### src/rtl/alu_stream_unit.sv
// Registered, handshaked ALU stage with a running accumulator.
// Takes one operand pair in IDLE, computes it in EXEC, and holds the result in HOLD until the consumer takes it.
module alu_stream_unit #(
    parameter int WIDTH = 8,
    parameter int SHW   = 3
) (
    input  logic             clk,
    input  logic             rst_n,
    input  logic             in_valid,
    output logic             in_ready,
    input  logic [3:0]       op,
    input  logic [WIDTH-1:0] a,
    input  logic [WIDTH-1:0] b,
    output logic             out_valid,
    input  logic             out_ready,
    output logic [WIDTH-1:0] result,
    output logic             zero,
    output logic             cb,
    output logic             err_op,
    output logic [WIDTH-1:0] acc
);

    typedef enum logic [1:0] {IDLE, EXEC, HOLD} state_t;

    state_t           state_q, state_d;
    logic [3:0]       op_q, op_d;
    logic [WIDTH-1:0] a_q, a_d, b_q, b_d;
    logic [WIDTH-1:0] result_q, result_d, acc_q, acc_d;
    logic             zero_q, zero_d, cb_q, cb_d, err_q, err_d;
    logic             in_ready_q, in_ready_d, out_valid_q, out_valid_d;

    logic [WIDTH-1:0] exec_res, exec_acc;
    logic             exec_cb, exec_err;
    logic [WIDTH:0]   wide;

    // Datapath: evaluates the captured operation against the captured operands.
    // NOTE: every always_comb output gets a default first, so no path leaves a latch behind.
    always_comb begin
        exec_res = '0;
        exec_acc = acc_q;
        exec_cb  = 1'b0;
        exec_err = 1'b0;
        wide     = '0;
        case (op_q)
            4'd0:  exec_res = a_q & b_q;
            4'd1:  exec_res = a_q | b_q;
            4'd2:  exec_res = a_q ^ b_q;
            4'd3:  exec_res = ~a_q;
            4'd4:  exec_res = {a_q[WIDTH/2-1:0], b_q[WIDTH/2-1:0]};
            4'd5:  exec_res = a_q >> b_q[SHW-1:0];
            4'd6:  exec_res = {{(WIDTH-1){1'b0}}, &b_q};
            4'd7:  exec_res = (a_q > b_q) ? a_q : b_q;
            4'd8: begin
                wide     = {1'b0, a_q} - {1'b0, b_q};
                exec_res = wide[WIDTH-1:0];
                exec_cb  = wide[WIDTH];
            end
            4'd9:  exec_res = (a_q < b_q) ? a_q : b_q;
            4'd10: begin
                wide     = {1'b0, acc_q} + {1'b0, a_q};
                exec_res = wide[WIDTH-1:0];
                exec_acc = wide[WIDTH-1:0];
                exec_cb  = wide[WIDTH];
            end
            4'd11: exec_acc = '0;
            default: exec_err = 1'b1;
        endcase
    end

    always_comb begin
        state_d  = state_q;
        op_d     = op_q;
        a_d      = a_q;
        b_d      = b_q;
        result_d = result_q;
        acc_d    = acc_q;
        zero_d   = zero_q;
        cb_d     = cb_q;
        err_d    = err_q;
        case (state_q)
            IDLE: begin
                if (in_valid) begin
                    op_d    = op;
                    a_d     = a;
                    b_d     = b;
                    state_d = EXEC;
                end
            end
            EXEC: begin
                result_d = exec_res;
                acc_d    = exec_acc;
                zero_d   = (exec_res == '0);
                cb_d     = exec_cb;
                err_d    = exec_err;
                state_d  = HOLD;
            end
            HOLD: begin
                if (out_ready) state_d = IDLE;
            end
            default: state_d = IDLE;
        endcase
        // Handshake outputs follow the next state, so they are registered yet never lag it.
        in_ready_d  = (state_d == IDLE);
        out_valid_d = (state_d == HOLD);
    end

    // NOTE: sequential state uses non-blocking assignments so every flop samples pre-edge values.
    always_ff @(posedge clk or negedge rst_n) begin
        if (!rst_n) begin
            state_q     <= IDLE;
            op_q        <= '0;
            a_q         <= '0;
            b_q         <= '0;
            result_q    <= '0;
            acc_q       <= '0;
            zero_q      <= 1'b0;
            cb_q        <= 1'b0;
            err_q       <= 1'b0;
            in_ready_q  <= 1'b1;
            out_valid_q <= 1'b0;
        end else begin
            state_q     <= state_d;
            op_q        <= op_d;
            a_q         <= a_d;
            b_q         <= b_d;
            result_q    <= result_d;
            acc_q       <= acc_d;
            zero_q      <= zero_d;
            cb_q        <= cb_d;
            err_q       <= err_d;
            in_ready_q  <= in_ready_d;
            out_valid_q <= out_valid_d;
        end
    end

    assign in_ready  = in_ready_q;
    assign out_valid = out_valid_q;
    assign result    = result_q;
    assign zero      = zero_q;
    assign cb        = cb_q;
    assign err_op    = err_q;
    assign acc       = acc_q;

endmodule
### config.mk
export PLATFORM = sky130hd
export DESIGN_NAME = alu_stream_unit
export DESIGN_NICKNAME = d
export VERILOG_FILES = /design/src/rtl/alu_stream_unit.sv
export SDC_FILE = /design/constraint.sdc
export NUM_CORES = 1
export LEC_CHECK = 0
export ABC_CLOCK_PERIOD_IN_PS = 4700
export CAP_MARGIN = 5
export CORE_MARGIN = 2
export CORE_UTILIZATION = 30
export CTS_BUF_LIST = sky130_fd_sc_hd__clkbuf_4
export DETAILED_ROUTE_END_ITERATION = 16
export PLACE_DENSITY = 0.59
export REMOVE_ABC_BUFFERS = 1
export SETUP_SLACK_MARGIN = 0.3
export SKIP_LAST_GASP = 1
export SYNTH_ARGS = -nofsm -noshare
export SYNTH_HDL_FRONTEND = slang
export SYNTH_SLANG_ARGS = --single-unit
### constraint.sdc
create_clock -name clk -period 4.7 [get_ports clk]
set_clock_uncertainty 0.05 [all_clocks]
set_input_delay 0.705 -clock clk [delete_from_list [all_inputs] [get_ports clk]]
set_output_delay 0.705 -clock clk [all_outputs]
set_load 0.05 [all_outputs]
== Word-level counts from Yosys, hierarchy flattened ==
Index checks and enable logic that the tools add are counted.

* $add $sub $neg: 2
* Order comparisons: 2
* Eq/ne operators: 14
* Shift-type cells: 1
* Multiplexer cells: 9
* Bitwise operators: 4
* Reductions and logical operators: 9

{| class="wikitable"
|+ Operators by type and width
! cell !! count
|-
| 8-bit one-hot mux with 11 select lines || 1
|-
| 4-bit by 3-bit == test with 1-bit output (second input constant) || 4
|-
| 4-bit == test (second input constant) || 4
|-
| 8-bit two-way mux || 2
|-
| 8-bit one-hot mux with 2 select lines || 1
|-
| 12-bit OR reduction || 1
|-
| 8-bit by 8-bit adder with 9-bit output || 1
|-
| 8-bit by 8-bit subtractor with 9-bit output || 1
|-
| 8-bit bitwise AND || 1
|-
| 4-bit by 2-bit == test with 1-bit output (second input constant) || 2
|-
| 8-bit greater-than comparator || 1
|-
| 8-bit logical NOT || 1
|-
| 8-bit less-than comparator || 1
|-
| 8-bit NOT || 1
|-
| 8-bit OR || 1
|-
| 8-bit AND reduction || 1
|-
| 8-bit by 3-bit right shift with 8-bit output || 1
|-
| 8-bit bitwise XOR || 1
|-
| 2-bit one-hot mux with 3 select lines || 1
|-
| 2-bit == test (second input constant) || 2
|-
| 4-bit by 1-bit == test with 1-bit output (second input constant) || 1
|-
| 2-bit logical NOT || 2
|-
| 4-bit logical NOT || 1
|-
| 2-bit two-way mux || 2
|-
| other kinds (5) || 6
|}

* Bits in registers: 43

== Longest topological paths before layout ==
* Depth after elaboration: 4
* Depth in mapped cells: 13
* Gate-level depth less buffers: 11

== Worst setup path after synthesis ==
No wires, ideal clock.

* Path type: register to register
* From: reg b_q[1]
* To: reg zero_q, in the netlist zero
* Library setup time: 76 ps
* Arrival: 3060 ps
* Data required time: 4574 ps
* Setup slack: 1514 ps
* Stages on the path, launching flop included: 14
* Buffers on the path: 3
* Path through: dfrtp_1 clkbuf_1 clkbuf_1 inv_1 ha_1 o21bai_1 a21oi_1 o311ai_4 o21a_1 buf_6 o22ai_4 a221oi_2 nand4_1 o21ai_1

* Word-level cells in the longest chain between the ends: 4
* Elaborated cells on any way between the ends: 12
* Classes of those cells: 1 x add/sub; 2 x order compare; 1 x shift; 3 x mux; 3 x bitwise; 2 x reduce/logical

{| class="wikitable"
|+ RTL lines
! element !! line !! text
|-
| start, declared || 27 || <nowiki>logic [WIDTH-1:0] a_q, a_d, b_q, b_d;</nowiki>
|-
| start signal, assigned || 113 || <nowiki>b_q <= '0;</nowiki>
|-
| start signal, assigned || 125 || <nowiki>b_q <= b_d;</nowiki>
|-
| 8-bit less-than comparator / 8-bit greater-than comparator (equally long branches) || 58, 52 ||
|-
| 8-bit two-way mux (on tied branches) || 58, 52 ||
|-
| 8-bit one-hot mux with 11 select lines * || 44 || <nowiki>case (op_q)</nowiki>
|-
| 8-bit logical NOT * || 92 || <nowiki>zero_d = (exec_res == '0);</nowiki>
|-
| end signal, assigned || 128 || <nowiki>zero_q <= zero_d;</nowiki>
|-
| end, declared || 29 || <nowiki>logic zero_q, zero_d, cb_q, cb_d, err_q, err_d;</nowiki>
|}

Mark *: on every way between the ends. The rest lies on a longest branch, timed or not.
A chain may end at the register's enable or synchronous reset.

== Worst setup path after layout ==
Ends and elaborated chain as after synthesis.

==> flow_summary.toml <==
[clocking]
cts_resized = 0
h-tree-depth = 2
cts_setup_buffers = 0
numCtsBuffers = 5
ctsHoldBuffers = 0
tritoncts = "yes"
cts_buffer_depth = 2
clkLatencyLatePin_ns = 0.37
clkTransAtPathRegs_ns = 0.14
cts.sinks = 43
cts_root_buf = "clkbuf_4"

[sta]
relSlewSlack_pct = 32.8
finalSetupViolCount = 0
max_freq_mhz = 272
slew_violations = 0
finalWorstSetupSlack_ns = 1.02
rsz0062_at_grt = "false"
finalCritPeriodShare_pct = 78.4
period_needed_ns = 3.68
worst-slew-pin-transition_ns = 1.01
whs_ns = 0.439
final.setup.tns_ns = 0
hold_viol_final = 0

[critical_path]
cp.arrival_ns = 3.95
crit_slowest_cell = "dfrtp_1"
worstSetupStartpointType = "register"
reg2reg_slack_ns = 1.02
worstReg2RegStart = "b_q[1]"
cpPeakStageDelay_ns = 0.81
worstSetupPathType = "reg2reg"
rr_endpoint = "zero"
crit_path_end_kind = "register"
cp.required_ns = 4.96
path_cells = "inv_1 > ha_1 > o21bai_1 > a21oi_1 > o311ai_4 > o21a_1 > o22ai_4 > a221oi_2 > nand4_1 > o21ai_1"
path_max_fanout = 17
r2r.worst_path.cells = 10

[place]
port_buffers = 44
post-place-ws_ns = 1.12
place.gp.congestion = 0.971
hpwl_mm = 8.25

[status]
outcome = "complete, no violations"

[finish]
final_core_util_pct = 36.6
num-fill-cells = 1191
n_antenna_cell = 0
fin_nets = 492
area_delta_synth_final_pct = 18.0
drive_gt1_share_pct = 7.13

[floorplanning]
die_height_um = 113
die-area_um2 = 12700
start_util_pct = 31.0
rows = 39
num_io_pins = 45
core_um2 = 11500
fp.dieW_um = 113

[synth]
yosysUniqueCellTypes = 67
syn-instance-count = 403
synth-seq-area-share_pct = 30.3
yosysWarnings = 0
avgSynthCellArea_um2 = 8.81
synth_largest_area_cell = "dfrtp_1"
ys_top_cells_by_area = "dfrtp_1, ha_1, mux2i_1"
synth_top_area_share_pct = 29.6
synth_edf_count = 0
synth_top_flop_cell = "dfrtp_1"
syn_area_um2 = 3550
synth-seq-cells = 43
ys_async_sr_fraction_pct = 100

[route]
drt_iter0_drc = 342
antenna_left = 0
vias_per_cell = 5.65
via_count = 3268
drc_errors = 0
firstDrtPassIters = 4
wl_mm = 11.1
routedWlPerCell_um = 19.2

[global_routing]
grt-ovfl-total = 0
grt_pass1_wl_mm = 17.9
antenna_found_initial = 0
grt_start_max_net_pins = 44
track_usage_pct = 17.7
grt_pass1_vias = 3277

[flow_run]
drv_cap = 0

[min_path]
hold_class = "in2async"
==> layout make-up <==
type                       instances  area (um^2)  share of cell area [%]
multi-input combinational        311         2280                    54.4
tap                              143          179                    4.27
inverter                          27          101                    2.42
clock inverter                     3         67.6                    1.61
clock buffer                       5         37.5                   0.896
sequential                        43         1080                    25.7
timing repair buffer              46          450                    10.7
==> how the worst max path moves through the flow <==
stage                     slack (ns)  startpoint  endpoint  depth (start not counted)
after floorplan                 1.46    in_valid   op_q[0]                          2
after global placement          1.26      b_q[1]      zero                         10
after detailed placement        1.12      b_q[1]      zero                         10
after CTS                       1.08      b_q[1]      zero                         10
after global routing            0.82      b_q[1]      zero                         10
final                           1.02      b_q[1]      zero                         10
==> cell usage in the layout (no fill, tap or decap), types with 19 or more instances in the layout <==
cell	n
o21ai_0	30
nand2_1	46
clkdlybuf4s50_1	43
nor2_1	30
inv_1	26
mux2i_1	22
dfrtp_1	42
a21oi_1	19
ha_1	32
==> synth_stat cells (5+ instances only) <==
library cell / number
clkbuf_1: 16
nor2b_1: 9
o21ai_0: 30
nand3_1: 7
a21oi_1: 19
nor2_1: 30
o21ai_1: 10
ha_1: 32
nand2_1: 46
mux2i_1: 22
a22o_1: 10
a221oi_1: 5
inv_1: 26
xnor2_1: 7
dfrtp_1: 42
==> worst max-delay path: cells and delay by family (launching register included) <==
family / cells / cell delay [ns]
AO/OA/AOI/OAI: 7 / 2.02
flip-flops: 1 / 0.81
buffers and inverters: 1 / 0.24
adder cells (fa/ha/maj): 1 / 0.37
AND/OR/NAND/NOR: 1 / 0.13
==> layer usage <==
layer | vias to the layer above | routed length [um] | GRT usage [%]
li1 | 1533 | - | -
met1 | 1586 | 5170 | 25.3
met2 | 134 | 5180 | 28.1
met3 | 15 | 594 | 2.68
met4 | 0 | 158 | 4.55
met5 | - | 0 | 0
==> cells by family (layout without fill, tap and decap cells) <==
group | count (synthesis) | count (layout) | synth area share (%)
AOI/OAI and AO/OA | 125 | 125 | 25.9
xor gates and xnor gates | 10 | 10 | 2.47
adders and majority gates | 34 | 34 | 12.4
buffers and inverters | 49 | 81 | 5.64
DFF | 43 | 43 | 30.3
muxes | 28 | 28 | 8.42
and+or+nand+nor | 114 | 114 | 14.8
==> stage by stage <==
step / cells / cell area [um^2]
finish: 578 / 4190
global route: 578 / 4190
CTS: 578 / 4190
detailed placement: 570 / 4090
global placement: 570 / 4090
floorplan: 381 / 3450
==> registers in the layout, indices dropped and copies added (netlist names), 2 cells and up <==
name,count
a_q,8
acc,8
b_q,8
result,8
op_q,4
state_q,2
Power is left out: the tool's default activity adds up to more than one toggle a clock period on the data nets, which glitch-free logic cannot reach.
